`src/rtl/id_pkg.sv`:
```
// Shared decode definitions for the ID/EX stage: opcodes, control encodings
// and the packed control word carried down the pipeline.
package id_pkg;

    localparam logic [6:0] OP_LUI    = 7'b0110111;
    localparam logic [6:0] OP_AUIPC  = 7'b0010111;
    localparam logic [6:0] OP_JAL    = 7'b1101111;
    localparam logic [6:0] OP_JALR   = 7'b1100111;
    localparam logic [6:0] OP_BRANCH = 7'b1100011;
    localparam logic [6:0] OP_LOAD   = 7'b0000011;
    localparam logic [6:0] OP_STORE  = 7'b0100011;
    localparam logic [6:0] OP_IMM    = 7'b0010011;
    localparam logic [6:0] OP_REG    = 7'b0110011;
    localparam logic [6:0] OP_FENCE  = 7'b0001111;
    localparam logic [6:0] OP_SYSTEM = 7'b1110011;

    localparam logic [2:0] F3_ADD_SUB = 3'b000;
    localparam logic [2:0] F3_SLL     = 3'b001;
    localparam logic [2:0] F3_SLT     = 3'b010;
    localparam logic [2:0] F3_SLTU    = 3'b011;
    localparam logic [2:0] F3_XOR     = 3'b100;
    localparam logic [2:0] F3_SRL_SRA = 3'b101;
    localparam logic [2:0] F3_OR      = 3'b110;
    localparam logic [2:0] F3_AND     = 3'b111;

    // Branch/load/store types reuse the instruction funct3 encoding directly.
    localparam logic [2:0] BR_EQ  = 3'd0;
    localparam logic [2:0] BR_NE  = 3'd1;
    localparam logic [2:0] BR_LT  = 3'd4;
    localparam logic [2:0] BR_GE  = 3'd5;
    localparam logic [2:0] BR_LTU = 3'd6;
    localparam logic [2:0] BR_GEU = 3'd7;
    localparam logic [2:0] LD_B   = 3'd0;
    localparam logic [2:0] LD_H   = 3'd1;
    localparam logic [2:0] LD_W   = 3'd2;
    localparam logic [2:0] LD_BU  = 3'd4;
    localparam logic [2:0] LD_HU  = 3'd5;
    localparam logic [2:0] ST_B   = 3'd0;
    localparam logic [2:0] ST_H   = 3'd1;
    localparam logic [2:0] ST_W   = 3'd2;

    typedef enum logic [3:0] {
        ALU_ADD    = 4'd0,
        ALU_SUB    = 4'd1,
        ALU_SLL    = 4'd2,
        ALU_SLT    = 4'd3,
        ALU_SLTU   = 4'd4,
        ALU_XOR    = 4'd5,
        ALU_SRL    = 4'd6,
        ALU_SRA    = 4'd7,
        ALU_OR     = 4'd8,
        ALU_AND    = 4'd9,
        ALU_COPY_B = 4'd10
    } alu_type_e;

    typedef enum logic [1:0] {
        SRC_ALU = 2'd0,
        SRC_MEM = 2'd1,
        SRC_PC4 = 2'd2
    } reg_src_e;

    typedef struct packed {
        alu_type_e  alu_type;
        reg_src_e   reg_src;
        logic       alu_src1;     // 0: rs1, 1: pc
        logic       alu_src2;     // 0: rs2, 1: imm
        logic       mem_read;
        logic       mem_write;
        logic       reg_write;
        logic       branch;
        logic       jal;
        logic       jalr;
        logic [2:0] branch_type;
        logic [2:0] load_type;
        logic [2:0] store_type;
    } ctrl_t;

    localparam int CTRL_W = $bits(ctrl_t);

    // ALU operation for OP / OP-IMM; SUB only exists in the register form.
    function automatic alu_type_e alu_from_funct(input logic [2:0] f3,
                                                 input logic       alt,
                                                 input logic       is_reg);
        alu_type_e a;
        case (f3)
            F3_ADD_SUB: a = (is_reg && alt) ? ALU_SUB : ALU_ADD;
            F3_SLL:     a = ALU_SLL;
            F3_SLT:     a = ALU_SLT;
            F3_SLTU:    a = ALU_SLTU;
            F3_XOR:     a = ALU_XOR;
            F3_SRL_SRA: a = alt ? ALU_SRA : ALU_SRL;
            F3_OR:      a = ALU_OR;
            default:    a = ALU_AND;
        endcase
        return a;
    endfunction

endpackage

```
`src/rtl/id_regfile.sv`:
```
// Integer register file: one write port, two combinational read ports,
// x0 hard-wired to zero, optional write-through from the write port.
module id_regfile #(
    parameter int XLEN      = 32,
    parameter int NUM_REGS  = 32,
    parameter int WB_BYPASS = 1,
    localparam int AW       = $clog2(NUM_REGS)
) (
    input  logic            clk,
    input  logic            rst,
    input  logic            wr_en,
    input  logic [AW-1:0]   wr_addr,
    input  logic [XLEN-1:0] wr_data,
    input  logic [AW-1:0]   rd_addr_a,
    output logic [XLEN-1:0] rd_data_a,
    input  logic [AW-1:0]   rd_addr_b,
    output logic [XLEN-1:0] rd_data_b
);

    logic [XLEN-1:0] regs_q [NUM_REGS];
    logic [XLEN-1:0] regs_d [NUM_REGS];

    function automatic logic [XLEN-1:0] read_port(input logic [AW-1:0] addr);
        logic [XLEN-1:0] v;
        if (addr == '0)
            v = '0;
        else if ((WB_BYPASS != 0) && wr_en && (wr_addr == addr))
            v = wr_data;
        else
            v = regs_q[addr];
        return v;
    endfunction

    // Next register contents: single write, x0 never written.
    always_comb begin
        regs_d = regs_q;
        if (wr_en && (wr_addr != '0))
            regs_d[wr_addr] = wr_data;
    end

    // Register array; reset wins over any concurrent write.
    always_ff @(posedge clk) begin
        if (rst)
            regs_q <= '{default: '0};
        else
            regs_q <= regs_d;
    end

    assign rd_data_a = read_port(rd_addr_a);
    assign rd_data_b = read_port(rd_addr_b);

endmodule

```
`src/rtl/id_ex_stage.sv`:
```
// RV32I decode stage with ID/EX pipeline register, load-use hazard
// detection and valid/ready handshaking on both sides.
module id_ex_stage
    import id_pkg::*;
#(
    parameter int XLEN      = 32,
    parameter int NUM_REGS  = 32,
    parameter int WB_BYPASS = 1,
    localparam int AW       = $clog2(NUM_REGS)
) (
    input  logic              clk,
    input  logic              rst,
    input  logic              in_valid,
    output logic              in_ready,
    input  logic [31:0]       instr,
    input  logic [XLEN-1:0]   pc,
    input  logic              wb_en,
    input  logic [AW-1:0]     wb_addr,
    input  logic [XLEN-1:0]   wb_data,
    input  logic              ex_mem_read,
    input  logic [AW-1:0]     ex_rd,
    input  logic              flush,
    output logic              out_valid,
    input  logic              out_ready,
    output logic [XLEN-1:0]   out_pc,
    output logic [XLEN-1:0]   out_rs1_data,
    output logic [XLEN-1:0]   out_rs2_data,
    output logic [XLEN-1:0]   out_imm,
    output logic [AW-1:0]     out_rs1,
    output logic [AW-1:0]     out_rs2,
    output logic [AW-1:0]     out_rd,
    output logic [CTRL_W-1:0] out_ctrl,
    output logic              out_illegal,
    output logic              stall
);

    logic [6:0]         opcode;
    logic [2:0]         f3;
    logic [AW-1:0]      rs1_a, rs2_a, rd_a;
    logic [XLEN-1:0]    rs1_rd, rs2_rd;
    logic signed [31:0] imm_i, imm_s, imm_b, imm_u, imm_j, imm32;
    ctrl_t              dec_ctrl;
    logic               dec_illegal, use_rs1, use_rs2;
    logic               hazard, advance;

    logic              valid_q, valid_d;
    logic              illegal_q, illegal_d;
    ctrl_t             ctrl_q, ctrl_d;
    logic [XLEN-1:0]   pc_q, pc_d, rs1_data_q, rs1_data_d, rs2_data_q, rs2_data_d;
    logic [XLEN-1:0]   imm_q, imm_d;
    logic [AW-1:0]     rs1_q, rs1_d, rs2_q, rs2_d, rd_q, rd_d;

    assign opcode = instr[6:0];
    assign f3     = instr[14:12];
    assign rd_a   = instr[7 +: AW];
    assign rs1_a  = instr[15 +: AW];
    assign rs2_a  = instr[20 +: AW];

    assign imm_i = {{20{instr[31]}}, instr[31:20]};
    assign imm_s = {{20{instr[31]}}, instr[31:25], instr[11:7]};
    assign imm_b = {{19{instr[31]}}, instr[31], instr[7], instr[30:25], instr[11:8], 1'b0};
    assign imm_u = {instr[31:12], 12'b0};
    assign imm_j = {{11{instr[31]}}, instr[31], instr[19:12], instr[20], instr[30:21], 1'b0};

    id_regfile #(
        .XLEN      (XLEN),
        .NUM_REGS  (NUM_REGS),
        .WB_BYPASS (WB_BYPASS)
    ) u_regfile (
        .clk       (clk),
        .rst       (rst),
        .wr_en     (wb_en),
        .wr_addr   (wb_addr),
        .wr_data   (wb_data),
        .rd_addr_a (rs1_a),
        .rd_data_a (rs1_rd),
        .rd_addr_b (rs2_a),
        .rd_data_b (rs2_rd)
    );

    // Instruction decode: control word, immediate format and source usage.
    always_comb begin
        dec_ctrl    = '0;
        dec_illegal = 1'b0;
        use_rs1     = 1'b0;
        use_rs2     = 1'b0;
        imm32       = '0;
        case (opcode)
            OP_LUI: begin
                dec_ctrl.alu_type  = ALU_COPY_B;
                dec_ctrl.alu_src2  = 1'b1;
                dec_ctrl.reg_write = 1'b1;
                imm32 = imm_u;
            end
            OP_AUIPC: begin
                dec_ctrl.alu_src1  = 1'b1;
                dec_ctrl.alu_src2  = 1'b1;
                dec_ctrl.reg_write = 1'b1;
                imm32 = imm_u;
            end
            OP_JAL: begin
                dec_ctrl.reg_src   = SRC_PC4;
                dec_ctrl.alu_src1  = 1'b1;
                dec_ctrl.alu_src2  = 1'b1;
                dec_ctrl.reg_write = 1'b1;
                dec_ctrl.jal       = 1'b1;
                imm32 = imm_j;
            end
            OP_JALR: begin
                dec_ctrl.reg_src   = SRC_PC4;
                dec_ctrl.alu_src2  = 1'b1;
                dec_ctrl.reg_write = 1'b1;
                dec_ctrl.jalr      = 1'b1;
                use_rs1 = 1'b1;
                imm32 = imm_i;
            end
            OP_BRANCH: begin
                dec_ctrl.alu_type    = ALU_SUB;
                dec_ctrl.branch      = 1'b1;
                dec_ctrl.branch_type = f3;
                use_rs1 = 1'b1;
                use_rs2 = 1'b1;
                imm32 = imm_b;
            end
            OP_LOAD: begin
                dec_ctrl.reg_src   = SRC_MEM;
                dec_ctrl.alu_src2  = 1'b1;
                dec_ctrl.mem_read  = 1'b1;
                dec_ctrl.reg_write = 1'b1;
                dec_ctrl.load_type = f3;
                use_rs1 = 1'b1;
                imm32 = imm_i;
            end
            OP_STORE: begin
                dec_ctrl.alu_src2   = 1'b1;
                dec_ctrl.mem_write  = 1'b1;
                dec_ctrl.store_type = f3;
                use_rs1 = 1'b1;
                use_rs2 = 1'b1;
                imm32 = imm_s;
            end
            OP_IMM: begin
                dec_ctrl.alu_type  = alu_from_funct(f3, instr[30], 1'b0);
                dec_ctrl.alu_src2  = 1'b1;
                dec_ctrl.reg_write = 1'b1;
                use_rs1 = 1'b1;
                imm32 = imm_i;
            end
            OP_REG: begin
                dec_ctrl.alu_type  = alu_from_funct(f3, instr[30], 1'b1);
                dec_ctrl.reg_write = 1'b1;
                use_rs1 = 1'b1;
                use_rs2 = 1'b1;
            end
            // FENCE and SYSTEM are legal but have no architectural effect here.
            OP_FENCE, OP_SYSTEM: imm32 = imm_i;
            default: dec_illegal = 1'b1;
        endcase
    end

    assign hazard = in_valid && ex_mem_read && (ex_rd != '0) &&
                    ((use_rs1 && (ex_rd == rs1_a)) || (use_rs2 && (ex_rd == rs2_a)));
    assign advance  = !valid_q || out_ready;
    assign stall    = hazard;
    assign in_ready = advance && !hazard && !flush && !rst;

    // ID/EX next state: flush beats hazard beats capture; hold when EX is busy.
    always_comb begin
        valid_d    = valid_q;
        illegal_d  = illegal_q;
        ctrl_d     = ctrl_q;
        pc_d       = pc_q;
        rs1_data_d = rs1_data_q;
        rs2_data_d = rs2_data_q;
        imm_d      = imm_q;
        rs1_d      = rs1_q;
        rs2_d      = rs2_q;
        rd_d       = rd_q;
        if (flush || (advance && (hazard || !in_valid))) begin
            valid_d   = 1'b0;
            illegal_d = 1'b0;
            ctrl_d    = '0;
        end else if (advance) begin
            valid_d    = 1'b1;
            illegal_d  = dec_illegal;
            ctrl_d     = dec_ctrl;
            pc_d       = pc;
            rs1_data_d = rs1_rd;
            rs2_data_d = rs2_rd;
            imm_d      = XLEN'(imm32);
            rs1_d      = rs1_a;
            rs2_d      = rs2_a;
            rd_d       = rd_a;
        end
    end

    // ID/EX pipeline register, fully cleared on reset.
    always_ff @(posedge clk) begin
        if (rst) begin
            valid_q    <= 1'b0;
            illegal_q  <= 1'b0;
            ctrl_q     <= '0;
            pc_q       <= '0;
            rs1_data_q <= '0;
            rs2_data_q <= '0;
            imm_q      <= '0;
            rs1_q      <= '0;
            rs2_q      <= '0;
            rd_q       <= '0;
        end else begin
            valid_q    <= valid_d;
            illegal_q  <= illegal_d;
            ctrl_q     <= ctrl_d;
            pc_q       <= pc_d;
            rs1_data_q <= rs1_data_d;
            rs2_data_q <= rs2_data_d;
            imm_q      <= imm_d;
            rs1_q      <= rs1_d;
            rs2_q      <= rs2_d;
            rd_q       <= rd_d;
        end
    end

    assign out_valid    = valid_q;
    assign out_illegal  = illegal_q;
    assign out_ctrl     = ctrl_q;
    assign out_pc       = pc_q;
    assign out_rs1_data = rs1_data_q;
    assign out_rs2_data = rs2_data_q;
    assign out_imm      = imm_q;
    assign out_rs1      = rs1_q;
    assign out_rs2      = rs2_q;
    assign out_rd       = rd_q;

endmodule

```
`config.mk`:
```
export PLATFORM = sky130hd
export DESIGN_NAME = id_ex_stage
export DESIGN_NICKNAME = d
export VERILOG_FILES = /design/src/rtl/id_pkg.sv /design/src/rtl/id_regfile.sv /design/src/rtl/id_ex_stage.sv
export SDC_FILE = /design/constraint.sdc
export NUM_CORES = 2
export LEC_CHECK = 0
export BUFFER_PORTS_ARGS = -buffer_cell sky130_fd_sc_hd__buf_2
export CAP_MARGIN = 20
export CORE_ASPECT_RATIO = 0.8
export CORE_UTILIZATION = 30
export DETAILED_ROUTE_END_ITERATION = 10
export PLACE_DENSITY = 0.5
export SKIP_CTS_REPAIR_TIMING = 1
export SYNTH_ARGS = -nofsm -noshare
export SYNTH_HDL_FRONTEND = slang
export SYNTH_HIERARCHICAL = 1
export SYNTH_SLANG_ARGS = --single-unit
```
`constraint.sdc`:
```
create_clock -name clk -period 3.1 [get_ports clk]
set_clock_uncertainty 0.15 [all_clocks]
set_input_delay 0.62 -clock clk [delete_from_list [all_inputs] [get_ports clk]]
set_output_delay 0.62 -clock clk [all_outputs]
set_load 0.02 [all_outputs]
```
==> flow_summary.ini <==
[synth]
count_of_mapped_cells_out_of_synthesis = 6976
synthDominantCellAreaShare_pct = 39.9
largest_cells_by_area_after_synthesis = sky130_fd_sc_hd__dfxtp_1, sky130_fd_sc_hd__mux4_2, sky130_fd_sc_hd__nand2_1
flops_latches_synth = 1192
mappedNetlistArea_um2 = 59800
sequential_area_share_after_synthesis_pct = 39.9
yosys.cell_types.count = 85
post_synthesis_async_set_or_reset_flop_share_pct = 0
postSynthNetCount = 7089
yosysTopAreaCell = sky130_fd_sc_hd__dfxtp_1
synthesis.area_per_instance_um2 = 8.57
yosysWarnings = 6
synth_top_flop_cell = sky130_fd_sc_hd__dfxtp_1
synth_enable_flop_cells = 0

[timing]
period_needed_ns = 3.02
period_share_pct = 97.3
slew_limit_headroom_pct = 25.7
worstMarginPinSlew_ns = 1.10
rsz0062_at_grt = false
report.final.setup_viol = 0
achievable_clock_frequency_ghz = 0.332
timing.final.max_slew_violations = 0
setup_slack_ns = 0.0842
hold_viol = 1
finalHoldWorstSlack_ns = -0.00691

[clock_tree]
clk_latency_ns = 0.78
cell_chosen_for_the_clock_root = sky130_fd_sc_hd__clkbuf_16
clock_sink_count = 1192
numCtsBuffers = 120
cts.reportedPaths.clkPinSlew_ns = 0.06
cts_tree = done
clock_tree.htree_level_count = 3
maximum_number_of_buffers_from_clock_root_to_sink = 3

[critical_path]
critical-path-top-delay-family = buffers and inverters
timing.critical_path.fanout_max = 28
worstSetupPathType = input pin to primary output
timing.critical_path.to_type = primary output
cp_data_required_time_ns = 2.33
ordered_cell_list_for_the_critical_path = buf_8, buf_16, xor2_1, a21oi_1, nand3_1, a21o_4, clkinv_2, buf_2
cp.arrival_ns = 2.25
crit_path_max_incr_delay_ns = 0.32
timing.critical_path.from_type = input pin
critical_path.n_buffers_inverters = 4
cpMaxStageDelayCell = sky130_fd_sc_hd__buf_8

[drt]
drt-wirelength-per-cell_um = 29.8
detailedRoute.firstPassIterationCount = 8
detailroute.via_count = 58859
vias_per_cell = 5.90
routed_wl_um = 298000
detailedRoute.firstIterationViolations = 8473
drt.antenna.violating_nets = 0
drc_errors = 0

[layout]
layout.cells.most_common = sky130_fd_sc_hd__nand2_1
layout.cells.non_filler = 9968
fillCellCount = 20168
most_frequent_cells_in_the_layout = sky130_fd_sc_hd__nand2_1, sky130_fd_sc_hd__a21oi_1, sky130_fd_sc_hd__dfxtp_1
post_route_cells_drive_above_1_share_pct = 21.3
syn2layout_area_growth_pct = 20.4
layout.nets = 7305

[placement]
io_buffer_count = 282
dp_hpwl_um = 195000
post-place-ws_ns = -0.360
place_congestion = 0.960
number_of_cells_after_detailed_placement = 9699

[floorplan]
chipHeight_um = 401
core_region_area_um2 = 198000
horiz_die_dim_um = 501
io_pins = 283
rows = 146
starting_density_pct = 30.2
die_area_um2 = 201000

[global_routing]
grt_start_max_net_pins = 134
total_gr_overflow = 0
grt_first_pass_wirelength_um = 415000
first_global_vias = 53916
globalRouteTotalUtil_pct = 28.5
antenna_found_initial = 25

[power]
ir_worst_vdd_mv = 0.456
leakage_nw = 24.6
power_per_cell_area_nw_per_um2 = 495

[run_status]
status = finished with violations
violated_checks = negative hold slack

[hold_path]
holdCritPathClass = input pin to flip-flop

[flow_run]
max_cap_viol_count = 0
==> report_power, final <==
part | internal [mW] | switching (mW)
sequential | 15.5 | 0.154
combinational | 1.34 | 2.59
clock | 9.11 | 6.95
total | 25.9 | 9.69
==> cell families (layout without fill, tap and decap cells) <==
kind of cell    after synthesis  in the layout  synth area share [%]
simple gates               2555           2555                  17.3
xor+xnor                     20             20                 0.293
buf+inv                     762           1076                  5.99
fa+ha+maj                     1              1                0.0167
other cells                   0             14                     0
compound gates             1783           1783                  16.8
flops                      1192           1192                  39.9
mux                         663            663                  19.7
==> worst paths after layout <==
path / cells after the start / to / start / slack, ns
setup / recovery: 8 / stall / instr[20] / 0.08
hold / removal: 3 / out_imm[5] / instr[25] / -0.007
setup reg to reg: 7 / out_rs2_data[24] / u_regfile/regs_q[24] / 0.75
hold reg to reg: 2 / out_imm[8] / out_imm[8] / 0.30
==> registers in the layout, indices dropped and copies added (netlist names), 5 cells and up <==
signal / flops
out_imm: 32
out_rd: 5
out_ctrl: 23
out_rs1_data: 32
out_rs1: 5
out_rs2_data: 32
out_rs2: 5
out_pc: 32
u_regfile/regs_q: 1024
==> worst min-delay path, stage by stage <==
cell                      delay [ns]
sky130_fd_sc_hd__buf_2          0.11
sky130_fd_sc_hd__nand4_1        0.08
sky130_fd_sc_hd__o21ai_1        0.06
==> cells in the mapped netlist, drive strengths merged (8+ instances only) <==
master	instances
nand2	2095
a21oi	1232
dfxtp	1192
clkbuf	485
mux4	407
buf	262
mux2i	242
o21ai	187
nand3	135
nor2	129
a22oi	115
nor2b	50
o22ai	47
nor3	45
a221o	43
a221oi	34
a211oi	23
a31oi	18
nor3b	17
xor2	16
inv	15
mux2	14
nand2b	14
nand4	13
and3	12
o221ai	12
a311oi	11
nor4	11
o211ai	11
a22o	9
or2	9
and2	8
==> layer usage <==
| metal | global-route usage, % | vias to the layer above | part of all wire [%] |
|---|---|---|---|
| met5 | 0 | - | 0.039 |
| met4 | 12.3 | 16 | 4.9 |
| met3 | 8.54 | 685 | 13 |
| met2 | 39.9 | 3749 | 41 |
| met1 | 40.2 | 29465 | 42 |
| li1 | - | 24944 | - |
==> final cells by class <==
class                           count  area (µm²)  share of cell area [%]
Clock buffer                      164        3490                    4.85
Clock inverter                     56         736                    1.02
Antenna cell                       14        35.0                  0.0487
Multi-Input combinational cell   5022       32700                    45.4
Inverter                           15        57.6                  0.0800
Sequential cell                  1192       23900                    33.2
Tap cell                         2664        3330                    4.63
Timing Repair Buffer              841        7740                    10.8
==> stage by stage <==
stage	total power [mW]	instance area [µm²]	utilization (%)	setup TNS, ns
floorplan	17.9	59800	-	0
global placement	19.7	67300	34.0	-5.40
detailed placement	19.7	67300	34.0	-4.31
CTS	35.5	71600	36.1	0
global route	36.5	71900	36.3	0
finish	35.6	72000	36.3	0
No activity file was read; power rests on OpenSTA's default activity.
